<file path="config.mk">
export PLATFORM = sky130hd
export DESIGN_NAME = vcache_perf_counter_bank
export DESIGN_NICKNAME = d
export VERILOG_FILES = /design/src/rtl/vcache_perf_counter_bank.sv
export SDC_FILE = /design/constraint.sdc
export NUM_CORES = 2
export LEC_CHECK = 0
export ABC_AREA = 1
export ABC_CLOCK_PERIOD_IN_PS = 22700
export CORE_MARGIN = 8
export CORE_UTILIZATION = 50
export DETAILED_ROUTE_END_ITERATION = 12
export PLACE_DENSITY = 0.74
export SLEW_MARGIN = 20
export SYNTH_ARGS = -nofsm -noshare
export SYNTH_HDL_FRONTEND = slang
export SYNTH_SLANG_ARGS = --single-unit
</file>
<file path="constraint.sdc">
create_clock -name clk_i -period 22.7 [get_ports clk_i]
set_input_delay 3.405 -clock clk_i [delete_from_list [all_inputs] [get_ports clk_i]]
set_output_delay 3.405 -clock clk_i [all_outputs]
set_load 0.05 [all_outputs]
</file>
<file path="src/rtl/vcache_perf_counter_bank.sv">
// Performance-counter bank for N vcache channels: saturating per-channel event counters,
// atomic snapshot into shadow registers, and a channel-major record dump over valid/yumi.
module vcache_perf_counter_bank #(
    parameter int num_cache_p     = 4,
    parameter int ctr_width_p     = 32,
    parameter int tag_width_p     = 32,
    parameter int clear_on_snap_p = 1,
    localparam int chan_w_lp      = (num_cache_p > 1) ? $clog2(num_cache_p) : 1
) (
    input  logic                   clk_i,
    input  logic                   reset_i,
    input  logic [num_cache_p-1:0] v_o_i,
    input  logic [num_cache_p-1:0] yumi_i,
    input  logic [num_cache_p-1:0] v_v_r_i,
    input  logic [num_cache_p-1:0] miss_v_i,
    input  logic [num_cache_p-1:0] ld_op_i,
    input  logic [num_cache_p-1:0] st_op_i,
    input  logic                   snap_v_i,
    input  logic [tag_width_p-1:0] snap_tag_i,
    output logic                   busy_o,
    output logic                   dump_v_o,
    input  logic                   dump_yumi_i,
    output logic [chan_w_lp-1:0]   dump_chan_o,
    output logic [2:0]             dump_evt_o,
    output logic [ctr_width_p-1:0] dump_count_o,
    output logic [tag_width_p-1:0] dump_tag_o,
    output logic [ctr_width_p-1:0] snap_drop_o
);

    localparam int num_evt_lp = 5;

    typedef enum logic {IDLE, DUMP} state_e;

    state_e                 state_q;
    logic [chan_w_lp-1:0]   chan_q;
    logic [2:0]             evt_q;
    logic [tag_width_p-1:0] tag_q;
    logic [ctr_width_p-1:0] drop_q;

    logic [ctr_width_p-1:0] live_q   [num_cache_p][num_evt_lp];
    logic [ctr_width_p-1:0] live_d   [num_cache_p][num_evt_lp];
    logic [ctr_width_p-1:0] shadow_q [num_cache_p][num_evt_lp];
    logic [num_evt_lp-1:0]  evt_fire [num_cache_p];

    logic snap_accept;
    logic last_rec;

    assign snap_accept = (state_q == IDLE) && snap_v_i;
    assign last_rec    = (chan_q == chan_w_lp'(num_cache_p - 1)) && (evt_q == 3'd4);

    // Event bit order matches the dump event code: ld, st, ld_miss, st_miss, miss_cycles.
    always_comb begin
        for (int c = 0; c < num_cache_p; c++) begin
            evt_fire[c][0] = v_o_i[c] & yumi_i[c] & ld_op_i[c];
            evt_fire[c][1] = v_o_i[c] & yumi_i[c] & st_op_i[c];
            evt_fire[c][2] = v_o_i[c] & yumi_i[c] & ld_op_i[c] & miss_v_i[c];
            evt_fire[c][3] = v_o_i[c] & yumi_i[c] & st_op_i[c] & miss_v_i[c];
            evt_fire[c][4] = v_v_r_i[c] & miss_v_i[c] & ~(v_o_i[c] | yumi_i[c]);
        end
    end

    // On a clearing snapshot, this cycle's events seed the next interval.
    always_comb begin
        for (int c = 0; c < num_cache_p; c++) begin
            for (int e = 0; e < num_evt_lp; e++) begin
                if (snap_accept && (clear_on_snap_p != 0)) begin
                    live_d[c][e] = evt_fire[c][e] ? ctr_width_p'(1) : '0;
                end else if (evt_fire[c][e] && (live_q[c][e] != '1)) begin
                    live_d[c][e] = live_q[c][e] + ctr_width_p'(1);
                end else begin
                    live_d[c][e] = live_q[c][e];
                end
            end
        end
    end

    always_ff @(posedge clk_i) begin
        if (reset_i) begin
            state_q <= IDLE;
            chan_q  <= '0;
            evt_q   <= '0;
            tag_q   <= '0;
            drop_q  <= '0;
            for (int c = 0; c < num_cache_p; c++) begin
                for (int e = 0; e < num_evt_lp; e++) begin
                    live_q[c][e]   <= '0;
                    shadow_q[c][e] <= '0;
                end
            end
        end else begin
            for (int c = 0; c < num_cache_p; c++) begin
                for (int e = 0; e < num_evt_lp; e++) begin
                    live_q[c][e] <= live_d[c][e];
                end
            end
            case (state_q)
                IDLE: begin
                    if (snap_v_i) begin
                        for (int c = 0; c < num_cache_p; c++) begin
                            for (int e = 0; e < num_evt_lp; e++) begin
                                shadow_q[c][e] <= live_q[c][e];
                            end
                        end
                        tag_q   <= snap_tag_i;
                        chan_q  <= '0;
                        evt_q   <= '0;
                        state_q <= DUMP;
                    end
                end
                DUMP: begin
                    if (snap_v_i && (drop_q != '1)) begin
                        drop_q <= drop_q + ctr_width_p'(1);
                    end
                    if (dump_yumi_i) begin
                        if (last_rec) begin
                            state_q <= IDLE;
                            chan_q  <= '0;
                            evt_q   <= '0;
                        end else if (evt_q == 3'd4) begin
                            evt_q  <= '0;
                            chan_q <= chan_q + chan_w_lp'(1);
                        end else begin
                            evt_q <= evt_q + 3'd1;
                        end
                    end
                end
                default: state_q <= IDLE;
            endcase
        end
    end

    always_comb begin
        dump_count_o = '0;
        for (int c = 0; c < num_cache_p; c++) begin
            for (int e = 0; e < num_evt_lp; e++) begin
                if ((chan_q == chan_w_lp'(c)) && (evt_q == 3'(e))) begin
                    dump_count_o = shadow_q[c][e];
                end
            end
        end
    end

    assign busy_o      = (state_q == DUMP);
    assign dump_v_o    = (state_q == DUMP);
    assign dump_chan_o = chan_q;
    assign dump_evt_o  = evt_q;
    assign dump_tag_o  = tag_q;
    assign snap_drop_o = drop_q;

endmodule

</file>
# After elaboration in Yosys (flattened, before gate mapping)
# Memories as Yosys holds them, arrays and structs flattened.
# Index checks and enable logic that the tools add are counted.
# W data, S select, Z words.
[word_totals]
ff_bits = 70
latch_bits = 0
mem_bits_rw = 1280
romBits = 0
input_bits = 60
out_inout_bits = 103
elab_cells = 326
memories = 2
[classes]
n_addsub = 23
multipliers = 0
div = 0
order_cmp = 0
eq_ne = 31
shift = 0
muxes = 140
n_bitwise = 77
n_reduce_logical = 48
[memory_table]
columns = ["name", "words", "word_bits", "rd", "rd_ports_with_merged_regs", "write_ports", "line_no", "source"]
rows = [
  ["live_q", 4, 160, 4, 0, 4, "40", "logic [ctr_width_p-1:0] live_q [num_cache_p][num_evt_lp];"],
  ["shadow_q", 4, 160, 4, 0, 4, "42", "logic [ctr_width_p-1:0] shadow_q [num_cache_p][num_evt_lp];"],
]
[ops]
columns = ["op", "n"]
rows = [
  ["$mux W32", 100],
  ["$add A32 B1 Y32 const B", 21],
  ["$ne A32 B32 Y1 const B", 21],
  ["$or A1 B1 Y1", 44],
  ["$logic_and A1 B1 Y1", 42],
  ["$mux W1", 29],
  ["$and A1 B1 Y1", 28],
  ["$mux W3", 4],
  ["$mux W2", 4],
  ["$eq A3 B2 Y1 const B", 2],
  ["$pmux W3 S2", 1],
  ["$reduce_and A2 Y1", 3],
  ["$not A1 Y1", 5],
  ["$eq A2 B2 Y1 const B", 2],
  ["$ne A2 B2 Y1 const B", 2],
  ["$pmux W2 S2", 1],
  ["$add A3 B1 Y3 const B", 1],
  ["$eq A3 B1 Y1 const B", 1],
  ["$eq A3 B3 Y1 const B", 1],
  ["$logic_not A3 Y1", 1],
  ["$ne A3 B1 Y1 const B", 1],
  ["$reduce_and A3 Y1", 1],
  ["$add A2 B1 Y2 const B", 1],
  ["$eq A2 B1 Y1 const B", 1],
  ["2 further kinds", 2],
]

# Longest topological paths before layout
[logic_depth]
word_depth = 22
depth_mapped = 28
ltp_nobuf = 27

# Worst setup path after synthesis
# No wires, ideal clock.
[synth_path]
path_kind = "input to register"
from = "input port snap_v_i"
to = "memory shadow_q[0][0] (netlist name), enable pin"
setup_time_ns = 1.251
t_arrival_ns = 21.822
required_ns = 21.449
setup_slack_ns = -0.373
cell_stages = 7
n_path_buf = 3
path_cell_list = "inv_1 nor2_1 nor2_1 inv_1 clkbuf_1 clkbuf_1 buf_1"
[synth_rtl]
columns = ["element", "line_no", "source"]
rows = [
  ["start, declared", "18", "input logic snap_v_i,"],
  ["end, declared", "42", ""],
]

# Worst setup path after layout
[layout_path]
from = "register evt_q[2], in the netlist dump_evt_o[2]"
to = "output port dump_count_o[9]"
[layout_between]
elab_chain_len = 22
word_cells_on_any_way = 45
cone_classes = "eq/ne: 4; mux: 20; reduce/logical: 21"
[layout_lines]
columns = ["element", "line_no", "source"]
rows = [
  ["start, declared", "36", "logic [2:0] evt_q;"],
  ["start signal, assigned", "123", "evt_q <= evt_q + 3'd1;"],
  ["$logic_not A3 Y1", "136", "if ((chan_q == chan_w_lp'(c)) && (evt_q == 3'(e))) begin"],
  ["$logic_and A1 B1 Y1", "136", ""],
  ["$mux W32 (19 in series)", "136", ""],
  ["$mux W32 *", "136", ""],
  ["end, declared", "25", "output logic [ctr_width_p-1:0] dump_count_o,"],
]
# Every way passes the cells marked *; elsewhere a longest branch is shown, timed or not.

==> run summary <==
Critical path's most frequent cell - nand3_1
Mux contribution to synthesized area - 0%
Dpl cells - 9630
DRT Pass-1 Iters - 6
Rows - 133
Ratio of cells with drive above 1 in the final layout - 7.27%
Pleak - 27.5 nW
Die Ht - 381 um
CTS tree - built
Drt first-iter violations - 6718
Post-Synth XOR/XNOR Area - 0.422%
Initial antenna violation count - 6
Adder-Cell Fraction of Synth Area - 0.565%
Yosys cell types - 48
Yosys top cell area share - 44.8%
Crit path DAT - 6.74 ns
Area of the multi-input gates - 24600 um^2
Final hold viol count - 0
Worst path cell trace - clkinv_1, ha_1, nand2_1, clkinv_1, nand2_1, nand2_1, o21bai_1, nand2_1, nand2_1, nand3_1, nand3_1, nand3_1, nand3_1, nand3_1, nand3_1, nand3_1, nand3_1, nand3_1, nand3_1, nand2_1, nand2_1, nand2_1, nand2_1, clkdlybuf4s50_1
First-pass GRT wire length - 294000 um
Setup violators final - 0
Vias - 55200
H-Tree Depth - 4
Simple-gate area share of the yosys netlist - 28.2%
Final TNS setup - 0 ns
Setup repair bufs after CTS - 0
DRC errors left - 0
Post-synthesis cell count - 7936
Gr ovfl total - 0
ANT nets after route - 0
Syn Area/Cell - 8.37 um^2
Worst-Margin Slew - 1.09 ns
Leading area contributor after synthesis - edfxtp_1
FFs w/ async S/R, synth - 0%
Post-synth top flop - edfxtp_1
Clock skew - 0.0205 ns
Vias in the first global route - 52000
Wirelength per Cell - 19.4 um
DP Wirelength - 136000 um
Critical Path Start - dump_evt_o[2]
Synth Area in Compound Gates - 7.60%
CP Data Required Time - 19.30 ns
Crit share post-route - 44.7%
Startpoint types - flop
Starting Density - 50.5%
Grt met1 use - 35.2%
Syn nets - 8026
Die width - 381 um
Clock sinks - 1350
Fin Hold WS - 0.444 ns
YS warnings - 0
Largest net degree at the start of global routing - 182
Clk Latency, worst-skew pair - 0.79 ns
Status - finished, final reports clean
WL final - 192000 um
Endpoint type of the worst setup path - output pin
Clock root cell - clkbuf_16
GRT Util Overall - 25.4%
GRT busiest layer - met2
#FFs+latches synth - 1350
Met3 Usage GRT - 7.38%
CTS max path bufs - 3
Hold-fix buffer count after cts - 0
Slew margin rel. - 27.5%
Non-filler instance count after layout - 9903
Core area - 132000 um^2
Crit-path max FO - 35
Pwr/cell area - 80.5 nW/um^2
HP Class - flop to flop
Largest family of logic cells by synthesized area - simple AND/OR/NAND/NOR gates
Maxcap violations - 0
Seq/Total Area, Yosys - 55.6%
Clk slew on worst S/H paths - 0.06 ns
IO Port Bufs - 162
FF+latch area - 37000 um^2
Hold path start - dump_tag_o[21]
Area grow syn2layout - 12.9%
Slowest Stage Delay on Critical Path - 1.12 ns
M2 GR Usage - 37.8%
I/O pins - 163
CP Class - flop to output pin
Nets - 8113
Pins Over Slew Limit - 0
Number of fill cells in the layout - 11500
TritonCTS Buffers - 146
RR Startpoint - busy_o
Full die area - 145000 um^2
Post-CTS resize count - 0
Worst vdd ir - 0.0618 mV
RSZ-0062 raised after global routing - no
Top cells by area, synth - edfxtp_1 45%, dfxtp_1 11%, nor2_1 8.1%
Max Clk Rate - 98.6 MHz
GPL Wtd Cong - 0.982
Via/cell ratio - 5.57
Post-synth EDFFs - 992
Min Tclk post-route - 10.15 ns
Synthesized cell area - 66500 um^2
Crit-path slowest cell - clkinv_1
[power breakdown]
part | switching [mW] | leakage (nW) | total [mW] | internal, mW
clock network | 1.04 | 2.53 | 2.59 | 1.55
logic | 0.402 | 11.3 | 0.542 | 0.140
registers | 0.108 | 13.6 | 2.91 | 2.80
total | 1.55 | 27.5 | 6.04 | 4.50
[state kept, by name, indices dropped and copies added (netlist names)]
register / cells
dump_tag_o: 32
dump_chan_o: 2
live_q: 640
shadow_q: 640
busy_o: 1
dump_evt_o: 3
snap_drop_o: 32
[cell type report]
class | count | share of cell area (%)
antenna | 2 | 0.00667
clock buffer | 189 | 5.45
clock inverter | 82 | 1.50
inverter | 1073 | 5.38
multi-input combinational | 5239 | 32.7
sequential | 1350 | 49.2
tap | 1755 | 2.93
timing repair buffer | 213 | 2.75
[path summary, 6_finish.rpt]
| path | slack [ns] | to | depth (start not counted) |
|---|---|---|---|
| setup / recovery | 12.55 | dump_count_o[9] | 24 |
| hold reg to reg | 0.44 | dump_tag_o[21] | 2 |
| hold / removal | 0.44 | dump_tag_o[21] | 2 |
| setup reg to reg | 16.99 | live_q[0][158] | 11 |
[cells by family after synthesis]
kind of cell,Yosys count
AO/OA/AOI/OAI,948
XOR/XNOR,32
adder cells (fa/ha/maj),30
buffers and inverters,1347
flip-flops,1350
AND/OR/NAND/NOR,4229
[per-stage QoR]
stage	instance area [um^2]	total power, mW	utilization, %	worst slack (ns)
2_1_floorplan	66500	3.31	-	1.69
3_3_place_gp	69800	3.48	53.0	13.48
3_5_place_dp	69800	3.49	53.0	13.32
4_1_cts	75000	6.06	57.0	12.65
5_1_grt	75000	6.21	57.0	12.11
6_report	75000	6.04	57.0	12.55
[synth_stat cells (14+ instances only)]
cell type	number
nor2_1	1434
nand2_1	1403
inv_1	1055
edfxtp_1	992
nand3_1	524
a21oi_1	455
dfxtp_1	358
o21ai_0	353
nor3_1	310
clkbuf_1	241
or2_2	154
nor4_1	122
nand4_1	100
nor3b_1	51
o21a_1	40
nor2_2	33
xor2_1	32
ha_1	30
o21bai_1	28
nor3_2	23
a31oi_1	21
buf_1	17
a211oi_1	16
buf_2	15
nand2_2	14
[critical path, delay by kind of cell, from the launching register on]
kind	cells	cell delay, ns
flip-flops	1	0.40
adder cells (fa/ha/maj)	1	0.32
buffers and inverters	3	2.05
AND/OR/NAND/NOR	19	2.96
AO/OA/AOI/OAI	1	0.21
[routing by layer]
layer / share of wire, % / up-vias
li1: - / 26400
met1: 42 / 25900
met3: 11 / 354
met2: 43 / 2455
met4: 3.8 / 0
met5: 0 / -
[cell usage in the layout (no fill, tap or decap), types with 13 or more instances in the layout]
cell	synthesis	layout
clkinv_1	6	15
o21a_1	40	40
nor4_1	122	122
nand2_1	1403	1401
clkbuf_16	0	153
nand3_2	12	13
nand3_1	524	523
nor2_2	33	38
bufinv_16	0	24
xor2_1	32	32
clkbuf_1	241	22
nor3_1	310	310
a21oi_1	455	455
clkdlybuf4s50_1	0	162
ha_1	30	30
o21bai_1	28	28
o21ai_0	353	346
buf_4	1	46
nor3b_1	51	51
nand2_2	14	15
clkinv_2	0	23
nand4_1	100	100
dfxtp_1	358	358
edfxtp_1	992	992
inv_1	1055	1052
a211oi_1	16	16
inv_2	12	13
nor3_2	23	23
or2_2	154	154
nor2_1	1434	1424
a31oi_1	21	21
No activity file was read; power rests on OpenSTA's default activity.
